### src/rtl/classificador_pkg.sv
// Shared definitions for the word classifier: FSM states and the classe output codes.
package classificador_pkg;

  typedef enum logic [3:0] {
    INICIO,
    PREFIXO,
    RAIZ,
    ADJ1,
    ADJ2,
    COMP,
    ADV,
    FIM,
    ERRO
  } estado_t;

  localparam logic [1:0] CLS_NONE = 2'b00;
  localparam logic [1:0] CLS_ADJ  = 2'b01;
  localparam logic [1:0] CLS_COMP = 2'b10;
  localparam logic [1:0] CLS_ADV  = 2'b11;

  function automatic logic [1:0] classe_de(input estado_t s);
    case (s)
      ADJ1, ADJ2: classe_de = CLS_ADJ;
      COMP:       classe_de = CLS_COMP;
      ADV:        classe_de = CLS_ADV;
      default:    classe_de = CLS_NONE;
    endcase
  endfunction

endpackage

### src/rtl/contador_comprimento.sv
// Letter counter for the current word: clear/start, increment, and a flag at MAX_LEN.
module contador_comprimento #(
  parameter int MAX_LEN = 15
) (
  input  logic                           clock,
  input  logic                           reset,
  input  logic                           clr,
  input  logic                           inc,
  output logic [$clog2(MAX_LEN+1)-1:0]   len,
  output logic                           sat
);

  localparam int LEN_W = $clog2(MAX_LEN + 1);

  logic [LEN_W-1:0] len_q;
  logic [LEN_W-1:0] len_d;

  // clr with inc starts a fresh word at one letter
  always_comb begin
    len_d = len_q;
    if (clr) begin
      len_d = inc ? LEN_W'(1) : '0;
    end else if (inc && !sat) begin
      len_d = len_q + LEN_W'(1);
    end
  end

  always_ff @(posedge clock or posedge reset) begin
    if (reset) begin
      len_q <= '0;
    end else begin
      len_q <= len_d;
    end
  end

  assign len = len_q;
  assign sat = (len_q == LEN_W'(MAX_LEN));

endmodule

### src/rtl/classificador_palavra.sv
// Classifies a word, strobed in symbol by symbol, by its word-final suffix
// (adjective / comparative / adverb), rejecting too-short or too-long words.
module classificador_palavra #(
  parameter int               SYM_W      = 4,
  parameter int               PREFIX_LEN = 2,
  parameter int               MAX_LEN    = 15,
  parameter logic [SYM_W-1:0] SUF_A      = 4'b0110,
  parameter logic [SYM_W-1:0] SUF_B      = 4'b0111,
  parameter logic [SYM_W-1:0] SUF_ADV    = 4'b0111,
  parameter logic [SYM_W-1:0] COMP_1     = 4'b1001,
  parameter logic [SYM_W-1:0] COMP_2     = 4'b1010
) (
  input  logic                         clock,
  input  logic                         reset,
  input  logic                         ok,
  input  logic [SYM_W-1:0]             simbolo,
  output logic [1:0]                   classe,
  output logic                         fim,
  output logic                         erro,
  output logic                         valido,
  output logic [$clog2(MAX_LEN+1)-1:0] comprimento
);

  import classificador_pkg::*;

  localparam int LEN_W = $clog2(MAX_LEN + 1);

  if (PREFIX_LEN < 1) begin : g_chk_prefix
    $error("classificador_palavra: PREFIX_LEN must be at least 1");
  end
  if (MAX_LEN <= PREFIX_LEN) begin : g_chk_max
    $error("classificador_palavra: MAX_LEN must exceed PREFIX_LEN");
  end
  if ((SUF_A[SYM_W-2:0] == '0) || (SUF_B[SYM_W-2:0] == '0) || (SUF_ADV[SYM_W-2:0] == '0) ||
      (COMP_1[SYM_W-2:0] == '0) || (COMP_2[SYM_W-2:0] == '0)) begin : g_chk_suf
    $error("classificador_palavra: a suffix code would be read as a terminator");
  end

  estado_t          state_q, state_d;
  logic [1:0]       classe_q, classe_d;
  logic             fim_q, fim_d;
  logic             erro_q, erro_d;
  logic             valido_q, valido_d;
  logic             is_term;
  logic             cnt_clr, cnt_inc, len_sat;
  logic [LEN_W-1:0] len_cur;

  contador_comprimento #(
    .MAX_LEN (MAX_LEN)
  ) u_contador (
    .clock (clock),
    .reset (reset),
    .clr   (cnt_clr),
    .inc   (cnt_inc),
    .len   (len_cur),
    .sat   (len_sat)
  );

  // the tom bit is ignored when spotting a terminator
  assign is_term = (simbolo[SYM_W-2:0] == '0);

  always_comb begin
    state_d = state_q;
    cnt_clr = 1'b0;
    cnt_inc = 1'b0;
    if (ok) begin
      if (state_q == INICIO || state_q == FIM || state_q == ERRO) begin
        if (is_term) begin
          state_d = ERRO;
        end else begin
          cnt_clr = 1'b1;
          cnt_inc = 1'b1;
          state_d = (PREFIX_LEN == 1) ? RAIZ : PREFIXO;
        end
      end else if (is_term) begin
        state_d = (state_q == PREFIXO || state_q == RAIZ) ? ERRO : FIM;
      end else if (len_sat) begin
        state_d = ERRO;
      end else begin
        // any letter that does not extend a suffix falls back to the root
        cnt_inc = 1'b1;
        state_d = RAIZ;
        case (state_q)
          PREFIXO: state_d = (len_cur == LEN_W'(PREFIX_LEN - 1)) ? RAIZ : PREFIXO;
          RAIZ: begin
            if (simbolo == SUF_A)      state_d = ADJ1;
            else if (simbolo == SUF_B) state_d = ADJ2;
          end
          ADJ1: begin
            if (simbolo == SUF_ADV)     state_d = ADV;
            else if (simbolo == COMP_1) state_d = COMP;
          end
          ADJ2: begin
            if (simbolo == COMP_2) state_d = COMP;
          end
          default: state_d = RAIZ;
        endcase
      end
    end

    classe_d = classe_q;
    fim_d    = fim_q;
    erro_d   = erro_q;
    valido_d = 1'b0;
    if (ok) begin
      // FIM keeps the class of the suffix state it was reached from
      classe_d = (state_d == FIM) ? classe_de(state_q) : classe_de(state_d);
      fim_d    = (state_d == FIM) || (state_d == ERRO);
      erro_d   = (state_d == ERRO);
      valido_d = fim_d;
    end
  end

  always_ff @(posedge clock or posedge reset) begin
    if (reset) begin
      state_q  <= INICIO;
      classe_q <= CLS_NONE;
      fim_q    <= 1'b0;
      erro_q   <= 1'b0;
      valido_q <= 1'b0;
    end else begin
      state_q  <= state_d;
      classe_q <= classe_d;
      fim_q    <= fim_d;
      erro_q   <= erro_d;
      valido_q <= valido_d;
    end
  end

  assign classe      = classe_q;
  assign fim         = fim_q;
  assign erro        = erro_q;
  assign valido      = valido_q;
  assign comprimento = len_cur;

endmodule

### config.mk
export PLATFORM = sky130hd
export DESIGN_NAME = classificador_palavra
export DESIGN_NICKNAME = d
export VERILOG_FILES = /design/src/rtl/classificador_pkg.sv /design/src/rtl/contador_comprimento.sv /design/src/rtl/classificador_palavra.sv
export SDC_FILE = /design/constraint.sdc
export NUM_CORES = 1
export LEC_CHECK = 0
export CORE_UTILIZATION = 45
export DETAILED_ROUTE_END_ITERATION = 8
export PLACE_DENSITY = 0.68
export REMOVE_ABC_BUFFERS = 1
export SLEW_MARGIN = 25
export SYNTH_ARGS = -nofsm -noshare
export SYNTH_HDL_FRONTEND = slang
export SYNTH_HIERARCHICAL = 1
export SYNTH_SLANG_ARGS = --single-unit
### constraint.sdc
create_clock -name clock -period 6.3 [get_ports clock]
set_input_delay 0.63 -clock clock [delete_from_list [all_inputs] [get_ports clock]]
set_output_delay 0.63 -clock clock [all_outputs]
set_load 0.005 [all_outputs]
==> flow_summary.json <==
{
  "run_status": "finished, final reports clean",
  "crit_path_start_kind": "input pin",
  "route.detailed.wl_per_inst_um": 15.1,
  "yosys.area_share.adder_pct": 1.17,
  "n_fill_cell": 209,
  "place.port_buffers": 15,
  "synth.area.mux_share_pct": 0,
  "postSynthCellCount": 137,
  "cts_made_buffers": 3,
  "route.detailed.vias_per_inst": 6.22,
  "clk_root_buffer_cell": "sky130_fd_sc_hd__clkbuf_4",
  "synth_top_family_by_area": "simple AND/OR/NAND/NOR gates",
  "floorplan.die_area_sq_um": 2580,
  "finalHoldViolations": 0,
  "yosys.area_share.xor_xnor_pct": 0.819,
  "antennaDiodeCount": 0,
  "worstRegToRegCells": 7,
  "clk_pin_slew_ns": 0.08,
  "critical_path.startpoint": "simbolo[0]",
  "floorplan.initialDensity_pct": 47.9,
  "cp.arrival_ns": 3.14,
  "clk_path_buf_depth": 2,
  "groute.layer.met2.usage_pct": 38.0,
  "layout_common_cells": "sky130_fd_sc_hd__clkdlybuf4s50_1 (15), sky130_fd_sc_hd__inv_1 (13), sky130_fd_sc_hd__dfrtp_1 (13)",
  "area_fraction_in_and_or_nand_and_nor_cells_after_synthesis_pct": 29.9,
  "gp_congestion": 0.921,
  "rsz0062_at_grt": "false",
  "crit_fanout": 10,
  "hold_path_class": "reg -> reg",
  "htree_levels": 1,
  "r2r_start": "state_q[1]",
  "netlist-cell-type-count": 47,
  "syn-mean-instance-area_sq_um": 7.81,
  "utilization_of_the_core_after_routing_pct": 55.8,
  "yosys-top-cells-area": "sky130_fd_sc_hd__dfrtp_1 (30%), sky130_fd_sc_hd__o21ai_0 (5.1%), sky130_fd_sc_hd__inv_1 (4.6%), sky130_fd_sc_hd__nor2_1 (3.9%), sky130_fd_sc_hd__nand2_1 (3.5%)",
  "overflow": 0,
  "drt_iter0_markers": 68,
  "synth-warning-count": 6,
  "global_route_met3_utilization_pct": 5.45,
  "antenna_violating_nets_post_route": 0,
  "detail_route.drc_violations": 0,
  "fin_nets": 158,
  "fin_worst_skew_ns": 0.00398,
  "power.density_nw_per_um2": 359,
  "worst_slew_pin_slew_ns": 0.670,
  "critical_path_sink": "classe[0]",
  "global_route.usage.total_pct": 22.7,
  "cts_hold_repair.buffers": 0,
  "final_layout_size_suffix_gt1_share_pct": 8.05,
  "design.portCount": 16,
  "end_kind": "register",
  "core_region_area_sq_um": 2230,
  "die_height_um": 50.8,
  "synth_area_sq_um": 1070,
  "flop_and_latch_count_out_of_synthesis": 13,
  "postSynth.topFlopCell": "sky130_fd_sc_hd__dfrtp_1",
  "chipWidth_um": 50.8,
  "cts_post_setup_buffers_inserted": 0,
  "dr.pass1.iters": 5,
  "grt_max_degree": 21,
  "synth-compound-area-share_pct": 29.8,
  "global_route.peak_usage_layer": "met2",
  "routed_wirelength_mm": 2.68,
  "ys_seq_area_share_pct": 30.4,
  "cts_sinks": 13,
  "insertion_delay_to_the_later_sink_of_the_worst_skew_pair_ns": 0.27,
  "gr_met1_demand_resource_pct": 29.1,
  "total_leakage_power_uw": 0.000499,
  "period_needed_ns": 2.98,
  "synth_async_sr_flop_share_pct": 100,
  "yosysTopAreaCell": "sky130_fd_sc_hd__dfrtp_1",
  "detailedPlacementHpwl_mm": 1.96,
  "syn_to_final_growth_pct": 16.5,
  "first_global_vias": 959,
  "timing_worst_setup_path_type": "in -> reg",
  "register_area_sq_um": 325,
  "r2r_end": "classe[0]",
  "setup_slack_on_the_worst_flop_to_flop_path_ns": 3.77,
  "detailroute.via_count": 1101,
  "vdd.ir_drop.worst_v": 0.000226,
  "drv_cap": 0,
  "std_cell_rows": 17,
  "layout_commonest_cell": "sky130_fd_sc_hd__clkdlybuf4s50_1",
  "final-max-slew-violation-count": 0,
  "wire_length_of_the_first_global_routing_pass_mm": 4.40,
  "antenna_violations_before_repair": 0,
  "min_period_over_period_pct": 47.3,
  "cts_resized": 0,
  "synth_edf_count": 0,
  "max_clock_freq_ghz": 0.336,
  "timing.critical_path.required_ns": 6.46,
  "yosysTopAreaCellShare_pct": 30.4,
  "multi_input_comb_area_sq_um": 661,
  "finalSetupViolations": 0,
  "cts_tree": "done",
  "slew-limit-headroom_pct": 55.0,
  "timing.setup.tns_ns": 0
}
-- critical path, stage by stage --
cell and delay [ns]:
sky130_fd_sc_hd__clkdlybuf4s50_1 0.52, sky130_fd_sc_hd__or3_1 0.54, sky130_fd_sc_hd__o21ai_0 0.23, sky130_fd_sc_hd__a31oi_1 0.12, sky130_fd_sc_hd__a311o_1 0.41, sky130_fd_sc_hd__o21ai_0 0.18, sky130_fd_sc_hd__a21boi_1 0.11, sky130_fd_sc_hd__a311o_2 0.40
-- how the worst min path moves through the flow --
stage / start / endpoint / slack, ns / cells after the start
4_1_cts: fim / fim / 0.51 / 2
3_3_place_gp: fim / fim / 0.48 / 2
5_1_grt: fim / fim / 0.51 / 2
3_5_place_dp: fim / fim / 0.49 / 2
6_report: fim / fim / 0.51 / 2
2_1_floorplan: reset / u_contador/len[0] / 0.40 / 1
-- cell type report --
cell class	count	area share, %
Clock buffer	4	2.11
Inverter	13	3.92
Multi-Input combinational cell	104	53.0
Sequential cell	13	26.1
Tap cell	28	2.81
Timing Repair Buffer	15	12.0
-- state kept, by name (all words and copies together), names as in the netlist --
signal          flops
state_q             4
valido              1
u_contador/len      4
fim                 1
classe              2
erro                1
-- Yosys cell counts (2+ instances only) --
cell / count
sky130_fd_sc_hd__nand4_1: 3
sky130_fd_sc_hd__clkbuf_1: 4
sky130_fd_sc_hd__a211o_1: 2
sky130_fd_sc_hd__nor2b_1: 6
sky130_fd_sc_hd__nand2_1: 10
sky130_fd_sc_hd__nor3_1: 5
sky130_fd_sc_hd__nor2_1: 11
sky130_fd_sc_hd__nand4b_1: 2
sky130_fd_sc_hd__a21oi_1: 7
sky130_fd_sc_hd__nand3_1: 7
sky130_fd_sc_hd__o21ai_0: 11
sky130_fd_sc_hd__inv_1: 13
sky130_fd_sc_hd__or3_1: 2
sky130_fd_sc_hd__a2bb2oi_1: 2
sky130_fd_sc_hd__and3b_1: 2
sky130_fd_sc_hd__a31oi_1: 4
sky130_fd_sc_hd__o31a_1: 2
sky130_fd_sc_hd__a31o_2: 2
sky130_fd_sc_hd__a22oi_1: 2
sky130_fd_sc_hd__dfrtp_1: 13
-- per-stage QoR --
stage | setup WS [ns] | total power (uW) | instance area, sq um | hold slack, ns | std cells
after CTS | 3.38 | 449 | 1250 | 0.507 | 177
final | 3.32 | 447 | 1250 | 0.506 | 177
after detailed placement | 3.09 | 395 | 1220 | 0.490 | 173
after floorplan | 3.84 | 310 | 1030 | 0.396 | 130
after global placement | 3.13 | 390 | 1220 | 0.481 | 173
after global routing | 3.23 | 483 | 1250 | 0.508 | 177
-- where the power goes --
group | switching (uW) | leakage (uW) | internal [uW]
clock | 26.8 | 0.0000150 | 24.5
combinational | 113 | 0.000313 | 121
sequential | 55.1 | 0.000171 | 106
total | 195 | 0.000499 | 252
-- cell families after synthesis --
logic type      count (synthesis)
buf+inv                        20
xor+xnor                        1
simple gates                   57
fa+ha+maj                       1
flops                          13
compound gates                 45
-- routing by layer --
| metal | up-vias | part of all wire [%] |
|---|---|---|
| met2 | 66 | 50 |
| met5 | - | 0 |
| li1 | 533 | - |
| met3 | 0 | 8.1 |
| met4 | 0 | 0 |
| met1 | 502 | 42 |
No activity file was read; power rests on OpenSTA's default activity.
